File: src/rtl/iq_pkg.sv
// iq_pkg: shared constants and types for the issue queue slice.
//   PHYS_TAG_W    - default physical register tag width
//   IQ_PAYLOAD_W  - default opaque micro-op payload width
//   IQ_WAKE_PORTS - default number of wakeup broadcast ports
//   iq_entry_t    - entry layout for the default configuration
package iq_pkg;

  localparam int unsigned PHYS_TAG_W    = 6;
  localparam int unsigned IQ_PAYLOAD_W  = 32;
  localparam int unsigned IQ_WAKE_PORTS = 2;

  typedef struct packed {
    logic                    valid;
    logic                    src1_rdy;
    logic                    src2_rdy;
    logic [PHYS_TAG_W-1:0]   src1_tag;
    logic [PHYS_TAG_W-1:0]   src2_tag;
    logic [PHYS_TAG_W-1:0]   dst_tag;
    logic [IQ_PAYLOAD_W-1:0] payload;
  } iq_entry_t;

endpackage

File: src/rtl/iq_slot.sv
// iq_slot: one issue-queue entry with its wakeup comparators.
//   clk, rst      - clock, synchronous active-high reset
//   flush_i       - drop the entry
//   we_i          - write a dispatched micro-op (wr_*_i fields)
//   issue_clr_i   - entry is moving to the issue register this edge
//   wake_valid_i  - per-port broadcast valid
//   wake_tag_i    - flattened broadcast tags, port p at [p*TAG_W +: TAG_W]
//   valid_o       - entry occupied
//   ready_o       - entry eligible for selection
//   dst_tag_o, payload_o - stored destination tag and payload
// Optional: ISSUE_QUEUE_WAKEUP_BYPASS_EN folds same-cycle wakeup hits into ready_o.
module iq_slot
  import iq_pkg::*;
#(
  parameter int unsigned TAG_W      = PHYS_TAG_W,
  parameter int unsigned PAYLOAD_W  = IQ_PAYLOAD_W,
  parameter int unsigned WAKE_PORTS = IQ_WAKE_PORTS
) (
  input  logic                        clk,
  input  logic                        rst,
  input  logic                        flush_i,
  input  logic                        we_i,
  input  logic                        issue_clr_i,
  input  logic [TAG_W-1:0]            wr_src1_tag_i,
  input  logic [TAG_W-1:0]            wr_src2_tag_i,
  input  logic                        wr_src1_rdy_i,
  input  logic                        wr_src2_rdy_i,
  input  logic [TAG_W-1:0]            wr_dst_tag_i,
  input  logic [PAYLOAD_W-1:0]        wr_payload_i,
  input  logic [WAKE_PORTS-1:0]       wake_valid_i,
  input  logic [WAKE_PORTS*TAG_W-1:0] wake_tag_i,
  output logic                        valid_o,
  output logic                        ready_o,
  output logic [TAG_W-1:0]            dst_tag_o,
  output logic [PAYLOAD_W-1:0]        payload_o
);

  logic                 valid_q, src1_rdy_q, src2_rdy_q;
  logic [TAG_W-1:0]     src1_tag_q, src2_tag_q, dst_tag_q;
  logic [PAYLOAD_W-1:0] payload_q;

  // Hits against the stored tags and against the tags being written, so a
  // wakeup coinciding with dispatch is captured rather than lost.
  logic st_hit1, st_hit2, wr_hit1, wr_hit2;

  always_comb begin
    st_hit1 = 1'b0;
    st_hit2 = 1'b0;
    wr_hit1 = 1'b0;
    wr_hit2 = 1'b0;
    for (int unsigned p = 0; p < WAKE_PORTS; p++) begin
      if (wake_valid_i[p]) begin
        if (wake_tag_i[p*TAG_W +: TAG_W] == src1_tag_q)    st_hit1 = 1'b1;
        if (wake_tag_i[p*TAG_W +: TAG_W] == src2_tag_q)    st_hit2 = 1'b1;
        if (wake_tag_i[p*TAG_W +: TAG_W] == wr_src1_tag_i) wr_hit1 = 1'b1;
        if (wake_tag_i[p*TAG_W +: TAG_W] == wr_src2_tag_i) wr_hit2 = 1'b1;
      end
    end
  end

  always_ff @(posedge clk) begin
    if (rst) begin
      valid_q    <= 1'b0;
      src1_rdy_q <= 1'b0;
      src2_rdy_q <= 1'b0;
      src1_tag_q <= '0;
      src2_tag_q <= '0;
      dst_tag_q  <= '0;
      payload_q  <= '0;
    end else if (flush_i) begin
      valid_q <= 1'b0;
    end else if (we_i) begin
      valid_q    <= 1'b1;
      src1_rdy_q <= wr_src1_rdy_i | wr_hit1;
      src2_rdy_q <= wr_src2_rdy_i | wr_hit2;
      src1_tag_q <= wr_src1_tag_i;
      src2_tag_q <= wr_src2_tag_i;
      dst_tag_q  <= wr_dst_tag_i;
      payload_q  <= wr_payload_i;
    end else begin
      if (issue_clr_i) valid_q    <= 1'b0;
      if (st_hit1)     src1_rdy_q <= 1'b1;
      if (st_hit2)     src2_rdy_q <= 1'b1;
    end
  end

`ifdef ISSUE_QUEUE_WAKEUP_BYPASS_EN
  assign ready_o = valid_q & (src1_rdy_q | st_hit1) & (src2_rdy_q | st_hit2);
`else
  assign ready_o = valid_q & src1_rdy_q & src2_rdy_q;
`endif

  assign valid_o   = valid_q;
  assign dst_tag_o = dst_tag_q;
  assign payload_o = payload_q;

endmodule

File: src/rtl/select_left_most.sv
// select_left_most: index of the lowest set bit of a request vector.
//   req_i - request mask
//   idx_o - index of lowest set bit; 0 when the mask is empty, so callers
//           must qualify with their own OR-reduction of the mask
module select_left_most #(
  parameter int unsigned N = 8,
  parameter int unsigned W = (N > 1) ? $clog2(N) : 1
) (
  input  logic [N-1:0] req_i,
  output logic [W-1:0] idx_o
);

  logic found;

  always_comb begin
    idx_o = '0;
    found = 1'b0;
    for (int unsigned i = 0; i < N; i++) begin
      if (req_i[i] && !found) begin
        idx_o = W'(i);
        found = 1'b1;
      end
    end
  end

endmodule

File: src/rtl/issue_queue.sv
// issue_queue: out-of-order issue queue between dispatch and execute.
//   clk, rst         - clock, synchronous active-high reset
//   flush            - clear all entries and the issue register valid
//   disp_*           - dispatch request (valid/ready, source tags/ready bits,
//                      destination tag, payload)
//   wake_valid/tag   - WAKE_PORTS tag broadcasts, port p at [p*TAG_W +: TAG_W]
//   iss_*            - registered issue output with valid/ready handshake
//   occupancy        - number of valid entries (issue register excluded)
// Optional: define ISSUE_QUEUE_WAKEUP_BYPASS_EN to let an entry woken this
// cycle be selected in the same cycle (wakeup-to-issue latency 1 instead of 2).
module issue_queue
  import iq_pkg::*;
#(
  parameter int unsigned DEPTH      = 8,
  parameter int unsigned TAG_W      = PHYS_TAG_W,
  parameter int unsigned PAYLOAD_W  = IQ_PAYLOAD_W,
  parameter int unsigned WAKE_PORTS = IQ_WAKE_PORTS,
  parameter int unsigned IDX_W      = $clog2(DEPTH),
  parameter int unsigned OCC_W      = $clog2(DEPTH) + 1
) (
  input  logic                        clk,
  input  logic                        rst,
  input  logic                        flush,
  input  logic                        disp_valid,
  output logic                        disp_ready,
  input  logic [TAG_W-1:0]            disp_src1_tag,
  input  logic [TAG_W-1:0]            disp_src2_tag,
  input  logic                        disp_src1_rdy,
  input  logic                        disp_src2_rdy,
  input  logic [TAG_W-1:0]            disp_dst_tag,
  input  logic [PAYLOAD_W-1:0]        disp_payload,
  input  logic [WAKE_PORTS-1:0]       wake_valid,
  input  logic [WAKE_PORTS*TAG_W-1:0] wake_tag,
  output logic                        iss_valid,
  input  logic                        iss_ready,
  output logic [TAG_W-1:0]            iss_dst_tag,
  output logic [PAYLOAD_W-1:0]        iss_payload,
  output logic [OCC_W-1:0]            occupancy
);

  logic [DEPTH-1:0]     valid_vec, ready_vec;
  logic [TAG_W-1:0]     slot_dst [DEPTH];
  logic [PAYLOAD_W-1:0] slot_pay [DEPTH];
  logic [IDX_W-1:0]     alloc_idx, sel_idx;
  logic                 any_ready, disp_fire, issue_load;

  logic                 iss_valid_q;
  logic [TAG_W-1:0]     iss_dst_q;
  logic [PAYLOAD_W-1:0] iss_pay_q;
  logic [OCC_W-1:0]     occ_q;

  assign disp_ready = (occ_q < OCC_W'(DEPTH));
  assign disp_fire  = disp_valid & disp_ready;
  assign any_ready  = |ready_vec;
  assign issue_load = any_ready & (~iss_valid_q | iss_ready);

  select_left_most #(.N(DEPTH), .W(IDX_W)) u_alloc_sel (
    .req_i (~valid_vec),
    .idx_o (alloc_idx)
  );

  select_left_most #(.N(DEPTH), .W(IDX_W)) u_issue_sel (
    .req_i (ready_vec),
    .idx_o (sel_idx)
  );

  for (genvar i = 0; i < DEPTH; i++) begin : g_slot
    iq_slot #(
      .TAG_W      (TAG_W),
      .PAYLOAD_W  (PAYLOAD_W),
      .WAKE_PORTS (WAKE_PORTS)
    ) u_slot (
      .clk           (clk),
      .rst           (rst),
      .flush_i       (flush),
      .we_i          (disp_fire && (alloc_idx == IDX_W'(i))),
      .issue_clr_i   (issue_load && (sel_idx == IDX_W'(i))),
      .wr_src1_tag_i (disp_src1_tag),
      .wr_src2_tag_i (disp_src2_tag),
      .wr_src1_rdy_i (disp_src1_rdy),
      .wr_src2_rdy_i (disp_src2_rdy),
      .wr_dst_tag_i  (disp_dst_tag),
      .wr_payload_i  (disp_payload),
      .wake_valid_i  (wake_valid),
      .wake_tag_i    (wake_tag),
      .valid_o       (valid_vec[i]),
      .ready_o       (ready_vec[i]),
      .dst_tag_o     (slot_dst[i]),
      .payload_o     (slot_pay[i])
    );
  end

  always_ff @(posedge clk) begin
    if (rst) begin
      iss_valid_q <= 1'b0;
      iss_dst_q   <= '0;
      iss_pay_q   <= '0;
    end else if (flush) begin
      iss_valid_q <= 1'b0;
    end else if (issue_load) begin
      iss_valid_q <= 1'b1;
      iss_dst_q   <= slot_dst[sel_idx];
      iss_pay_q   <= slot_pay[sel_idx];
    end else if (iss_ready) begin
      iss_valid_q <= 1'b0;
    end
  end

  always_ff @(posedge clk) begin
    if (rst || flush) begin
      occ_q <= '0;
    end else begin
      occ_q <= occ_q + OCC_W'(disp_fire) - OCC_W'(issue_load);
    end
  end

  assign iss_valid   = iss_valid_q;
  assign iss_dst_tag = iss_dst_q;
  assign iss_payload = iss_pay_q;
  assign occupancy   = occ_q;

endmodule
File: config.mk
export PLATFORM = sky130hd
export DESIGN_NAME = issue_queue
export DESIGN_NICKNAME = d
export VERILOG_FILES = /design/src/rtl/iq_pkg.sv /design/src/rtl/iq_slot.sv /design/src/rtl/select_left_most.sv /design/src/rtl/issue_queue.sv
export SDC_FILE = /design/constraint.sdc
export NUM_CORES = 1
export LEC_CHECK = 0
export ABC_AREA = 0
export BUFFER_PORTS_ARGS = -buffer_cell sky130_fd_sc_hd__buf_2
export CAP_MARGIN = 15
export CORE_UTILIZATION = 55
export CTS_CLUSTER_DIAMETER = 150
export DETAILED_ROUTE_END_ITERATION = 7
export PLACE_DENSITY = 0.82
export SYNTH_ARGS = -nofsm -noshare
export SYNTH_HDL_FRONTEND = slang
export SYNTH_SLANG_ARGS = --single-unit
File: constraint.sdc
create_clock -name clk -period 4.9 [get_ports clk]
set_input_delay 0.245 -clock clk [delete_from_list [all_inputs] [get_ports clk]]
set_output_delay 0.245 -clock clk [all_outputs]
set_load 0.1 [all_outputs]
# Word-level counts from Yosys, hierarchy flattened
# Cells that the tools add are included.
word_totals:
  ff_bits: 467
  latchBits: 0
  ramBits: 0
  mem_bits_ro: 0
  input_bits: 71
  out_inout_bits: 44
  word_cells: 394
  n_memories: 0
classes:
  n_addsub: 2
  n_mul: 0
  div_mod_pow: 0
  order_cmp: 2
  eq_ne: 50
  shift: 0
  n_mux: 156
  bitwise: 25
  reduce_logical: 99
op_table:
  columns: ["operator", "n"]
  rows:
  - ["$eq A6 B6 Y1", 36]
  - ["$mux W1", 138]
  - ["$bmux W32 S3", 1]
  - ["$mux W32", 2]
  - ["$reduce_and A2 Y1", 25]
  - ["$reduce_bool A2 Y1", 25]
  - ["$logic_and A1 B1 Y1", 30]
  - ["$eq A3 B3 Y1 const B", 8]
  - ["$mux W3", 8]
  - ["$and A1 B1 Y1", 18]
  - ["$bmux W6 S3", 1]
  - ["$logic_not A1 Y1", 14]
  - ["$eq A3 B2 Y1 const B", 4]
  - ["$mux W6", 2]
  - ["$mux W2", 4]
  - ["$not A8 Y8", 1]
  - ["$reduce_or A8 Y1", 1]
  - ["$eq A3 B1 Y1 const B", 2]
  - ["$logic_not A3 Y1", 2]
  - ["$add A4 B1 Y4", 1]
  - ["$ge A4 B4 Y1 const B", 1]
  - ["$lt A4 B4 Y1 const B", 1]
  - ["$not A3 Y4", 1]
  - ["$sub A4 B1 Y4", 1]
  - ["4 further kinds", 7]

# Longest topological paths before layout
logic_depth:
  word_depth: 28
  mapped_depth: 12

# Cells and area by module
# From an unflattened synthesis, not the netlist that was laid out.
unflattened:
  hier_cells: 2962
  area_unflattened_um2: 23933.0
by_module_without_submodules:
  columns: ["module", "n_inst", "cells_each", "area_per_inst_um2", "seq_area_each_um2"]
  rows:
  - ["iq_slot", 8, 304, 2449.8, 1061.0]
  - ["issue_queue", 1, 504, 4171.5, 860.8]
  - ["select_left_most", 2, 13, 81.3, 0.0]

# Worst setup path before layout
# Ideal clock, no wire load.
synth_path:
  path_type: "register -> register"
  start: "register iss_valid_q, in the netlist iss_valid"
  end: "register occ_q[2], in the netlist occupancy[2]"
  setup_time_ns: 0.128
  t_arrival_ns: 2.407
  required_time_ns: 4.772
  setup_slack_ns: 2.366
  path_stages_with_launch: 9
  synth_period_minus_slack_ns: 2.534
  cell_sequence: "dfxtp_1 nand2b_1 and2_1 ha_1 inv_1 ha_1 fa_1 xnor2_1 nor2_1"
synth_between:
  elab_chain_len: 4
synth_rtl:
  columns: ["item", "line_no", "text"]
  rows:
  - ["start, declared", "issue_queue.sv:47", "logic iss_valid_q;"]
  - ["start signal, assigned", "issue_queue.sv:95", "iss_valid_q <= 1'b0;"]
  - ["start signal, assigned", "issue_queue.sv:99", "iss_valid_q <= 1'b0;"]
  - ["start signal, assigned", "issue_queue.sv:101", "iss_valid_q <= 1'b1;"]
  - ["$not A1 Y1", "issue_queue.sv:55", "assign issue_load = any_ready & (~iss_valid_q | iss_ready);"]
  - ["$or A1 B1 Y1", "issue_queue.sv:55", null]
  - ["$and A1 B1 Y1", "issue_queue.sv:55", null]
  - ["named net issue_load", "issue_queue.sv:45", "logic any_ready, disp_fire, issue_load;"]
  - ["$sub A4 B1 Y4", "issue_queue.sv:113", "occ_q <= occ_q + OCC_W'(disp_fire) - OCC_W'(issue_load);"]
  - ["end signal, assigned", "issue_queue.sv:113", null]
  - ["end, declared", "issue_queue.sv:50", "logic [OCC_W-1:0] occ_q;"]
# The timed path passes the listed nets, and every way through them passes these cells.
# A chain may end at the register's enable or synchronous reset.

# Worst setup path after layout
layout_path:
  start: "register g_slot[4].u_slot.valid_q"
  end: "register g_slot[1].u_slot.src1_rdy_q"
layout_between:
  elab_chain_len: 16
  elab_cells_between_ends: 20
  cone_classes: "eq/ne (1); mux (8); bitwise (1); reduce/logical (10)"
layout_rtl:
  columns: ["item", "line_no", "text"]
  rows:
  - ["start, declared", "iq_slot.sv:38", "logic valid_q, src1_rdy_q, src2_rdy_q;"]
  - ["start signal, assigned", "iq_slot.sv:63", "valid_q <= 1'b0;"]
  - ["start signal, assigned", "iq_slot.sv:71", "valid_q <= 1'b0;"]
  - ["start signal, assigned", "iq_slot.sv:73", "valid_q <= 1'b1;"]
  - ["$not A8 Y8 *", "issue_queue.sv:58", ".req_i (~valid_vec),"]
  - ["$logic_and A1 B1 Y1 *", "select_left_most.sv:19", "if (req_i[i] && !found) begin"]
  - ["$mux W1", "select_left_most.sv:19", null]
  - ["$logic_not A1 Y1", "select_left_most.sv:19", null]
  - ["$logic_and A1 B1 Y1", "select_left_most.sv:19", null]
  - ["$mux W1", "select_left_most.sv:19", null]
  - ["$logic_not A1 Y1", "select_left_most.sv:19", null]
  - ["$logic_and A1 B1 Y1", "select_left_most.sv:19", null]
  - ["$mux W1", "select_left_most.sv:19", null]
  - ["$logic_not A1 Y1", "select_left_most.sv:19", null]
  - ["$logic_and A1 B1 Y1", "select_left_most.sv:19", null]
  - ["$mux W3 *", "select_left_most.sv:19", null]
  - ["$eq A3 B1 Y1 *", "issue_queue.sv:76", ".we_i (disp_fire && (alloc_idx == IDX_W'(i))),"]
  - ["$logic_and A1 B1 Y1 *", "issue_queue.sv:76", null]
  - ["$reduce_bool A2 Y1 (no source line)", null, null]
  - ["$reduce_and A2 Y1 (no source line)", null, null]
  - ["end signal, assigned", "iq_slot.sv:74", "src1_rdy_q <= wr_src1_rdy_i | wr_hit1;"]
  - ["end, declared", "iq_slot.sv:38", null]
# Mark *: on every way between the ends. The rest lies on a longest branch, timed or not.

==> results.cfg <==
[worst_setup_path]
cp_max_fo = 39
path_buf_inv = 1
cp-end-kind = flip-flop
worstPathRequired_ns = 5.40
cp-start-kind = flip-flop
worstRegToRegCells = 7
max_stage_delay_ns = 0.80
cp_top_family = simple AND/OR/NAND/NOR gates
cpMostUsedCell = nor3_1
worst_path_max_delay_cell = a21oi_1
worstPathArrival_ns = 3.68
critPathKind = flip-flop to flip-flop
critical_path_depth = 7
path_cells = nor2b_1 > o21ai_1 > a21oi_1 > nor3b_4 > buf_4 > nor3_1 > nor3_1

[logic_synthesis]
yosys_warnings = 0
synth_nets = 2790
synth_top_area_cell = dfxtp_1
synth_top_area_share_pct = 43.9
ys.flop_type = dfxtp_1
yosysUniqueCellTypes = 62
synth_area_per_cell_sq_um = 7.84
ys_ff_latch = 467
async_flop_share_pct = 0
seq_area_frac_synth_pct = 43.9
postSynthCellCount = 2714
synth.area.top_cells = dfxtp_1, nand2_1, a21oi_1, xnor2_1, xor2_1
synth_edf_count = 0
mappedNetlistArea_sq_um = 21300

[routing]
via_per_inst = 6.04
wl_mm = 63.4
routedWlPerCell_um = 19.6
num_vias = 19500
firstDrtPassIters = 6
drt_iter0_drc = 2339
ant_nets = 0
drc_errors = 0

[clock_tree]
cts_buffer_depth = 3
path_clk_slew_ns = 0.06
cts_tree = built
post-cts-setup-buffers = 0
ctsHoldBuffers = 38
root_buffer = clkbuf_16
clk_latency_ns = 0.59
cts_resized = 0
clock_sinks = 467
cts_max_level = 2
numCtsBuffers = 49

[global_route]
overflow = 0
grt_antenna_before_repair = 3
grt_util_all_layers_pct = 31.6
grt_pass1_wl_mm = 99.1
grt_pass1_vias = 18800
grt_max_degree = 146

[floorplan]
design.die.area_sq_um = 39500
start_util_pct = 56.2
die_w_um = 199
num_io_pins = 115
die_h_um = 199
core_area_sq_um = 37800
row_count = 71

[outcome]
status = completed

[timing]
tns_ns = 0
finalHoldViolCount = 0
min_period_over_period_pct = 64.9
fin_worst_skew_ns = 0.0169
min_period_ns = 3.18
clock.fmax_ghz = 0.314
tightest_slew_ns = 1.25
drv_slew = 0
grt_setup_unrepaired = false
hold-worst-slack_ns = 0.0243
setup_viol = 0
relSlewSlack_pct = 16.9

[worst_hold_path]
hp-class = primary input to flip-flop
hold-path-cell-count = 3

[placement]
hpwl_mm = 36.9
gp_congestion = 0.848
io_buffers = 114

[power]
leakage_nw = 8.50
vdd_drop_max_uv = 242
p_total_mw = 7.99
p_per_area_nw_per_um2 = 337

[job]
maxCapViolCount = 0

[final_layout]
layout.nets = 2761
drive_gt1_share_pct = 9.16
syn_to_final_growth_pct = 11.3
==> logic make-up (layout without fill, tap and decap cells) <==
group                    Yosys count  count (layout)  share of synthesized area [%]
buffers and inverters            269             274                           5.75
flip-flops                       467             467                           43.9
XOR/XNOR                         219             219                           9.01
AND/OR/NAND/NOR                 1107            1107                           21.7
other                              0               1                              0
multiplexers                      50              50                           2.35
AO/OA/AOI/OAI                    597             597                           16.9
adder cells (fa/ha/maj)            5               5                          0.329
==> worst register-to-register path, cell delays in order, from the launching register on <==
cell and delay, ns:
dfxtp_1 0.42, nor2b_1 0.16, o21ai_1 0.13, a21oi_1 0.80, nor3b_4 0.69, buf_4 0.57, nor3_1 0.12, nor3_1 0.20
==> cells in the final DEF, fill, tap and decap left out, types with 5 or more instances in the layout <==
master / count
xor2_1: 109
a22oi_1: 42
xnor2_1: 110
dfxtp_1: 467
dlygate4sd3_1: 38
inv_1: 9
nor3_1: 28
mux2i_1: 50
a21oi_1: 452
a2111o_1: 35
nand2_1: 830
o21ai_0: 5
clkbuf_1: 14
or4_1: 33
buf_4: 23
clkbuf_16: 51
and3_1: 5
buf_2: 113
clkbuf_8: 11
nor2_1: 117
nand3_1: 10
a222oi_1: 35
nand4_1: 39
==> through the flow <==
| stage | area, sq um | std cells | setup slack, ns | util (%) |
|---|---|---|---|---|
| 2_1_floorplan | 21300 | 2714 | 2.37 | - |
| 3_3_place_gp | 21700 | 3105 | 1.95 | 57.3 |
| 3_5_place_dp | 21700 | 3105 | 1.75 | 57.3 |
| 4_1_cts | 23600 | 3228 | 1.76 | 62.5 |
| 5_1_grt | 23700 | 3231 | 1.49 | 62.6 |
| 6_report | 23700 | 3231 | 1.72 | 62.6 |
==> final timing paths <==
path | start | end | slack (ns)
min reg2reg | g_slot[7].u_slot.payload_o[1] | g_slot[7].u_slot.payload_o[1] | 0.45
max | g_slot[4].u_slot.valid_o | g_slot[1].u_slot.src1_rdy_q | 1.72
min | disp_src2_tag[0] | g_slot[6].u_slot.src2_tag_q[0] | 0.02
max reg2reg | g_slot[4].u_slot.valid_o | g_slot[1].u_slot.src1_rdy_q | 1.72
==> where the power goes <==
group | internal [mW] | leakage, nW | switching [mW] | total (mW)
logic | 0.140 | 3.95 | 0.314 | 0.454
registers | 3.83 | 3.77 | 0.0227 | 3.85
clock network | 2.17 | 0.782 | 1.52 | 3.69
==> cell type report <==
type | count | area (sq um)
clock buffers | 76 | 1480
clock inverters | 9 | 106
inverters | 9 | 33.8
fillers | 3132 | 14200
flip-flops and latches | 467 | 9350
well taps | 511 | 639
multi-input cells | 1978 | 10800
diodes | 1 | 2.50
repair buffers | 180 | 1240
==> synth_stat cells, drive strengths merged (2+ instances only) <==
cell,instances
a21oi,454
buf,114
a211oi,6
a222oi,35
or4,33
a31oi,3
nand2,832
and3,5
nand3,14
xnor2,110
or3,4
nor4,4
nand2b,3
o211ai,2
nor3b,3
xor2,109
ha,4
a22oi,42
o21ai,6
nand4,39
dfxtp,467
nand4b,2
or4b,3
o2bb2ai,3
and2,3
or2,4
inv,9
nor2b,4
a2111o,35
mux2i,50
nor3,31
clkbuf,146
nor2,121
==> state kept, by name, summed over array words and instances (netlist names) <==
signal and count:
g_slot.u_slot.payload_o 256, g_slot.u_slot.dst_tag_o 48, g_slot.u_slot.src1_tag_q 48, g_slot.u_slot.src2_tag_q 48, iss_payload 32, g_slot.u_slot.src1_rdy_q 8, g_slot.u_slot.src2_rdy_q 8, g_slot.u_slot.valid_o 8
iss_dst_tag 6, occupancy 4, iss_valid 1
==> metal layers <==
layer | vias to the layer above | track usage [%] | share of wire (%)
met3 | 168 | 4.83 | 8.8
li1 | 9035 | - | -
met5 | - | 0 | 0.028
met1 | 9266 | 40.7 | 41
met2 | 1029 | 52.5 | 47
met4 | 4 | 13.4 | 3.2
Power figures use the tool's default switching activity.
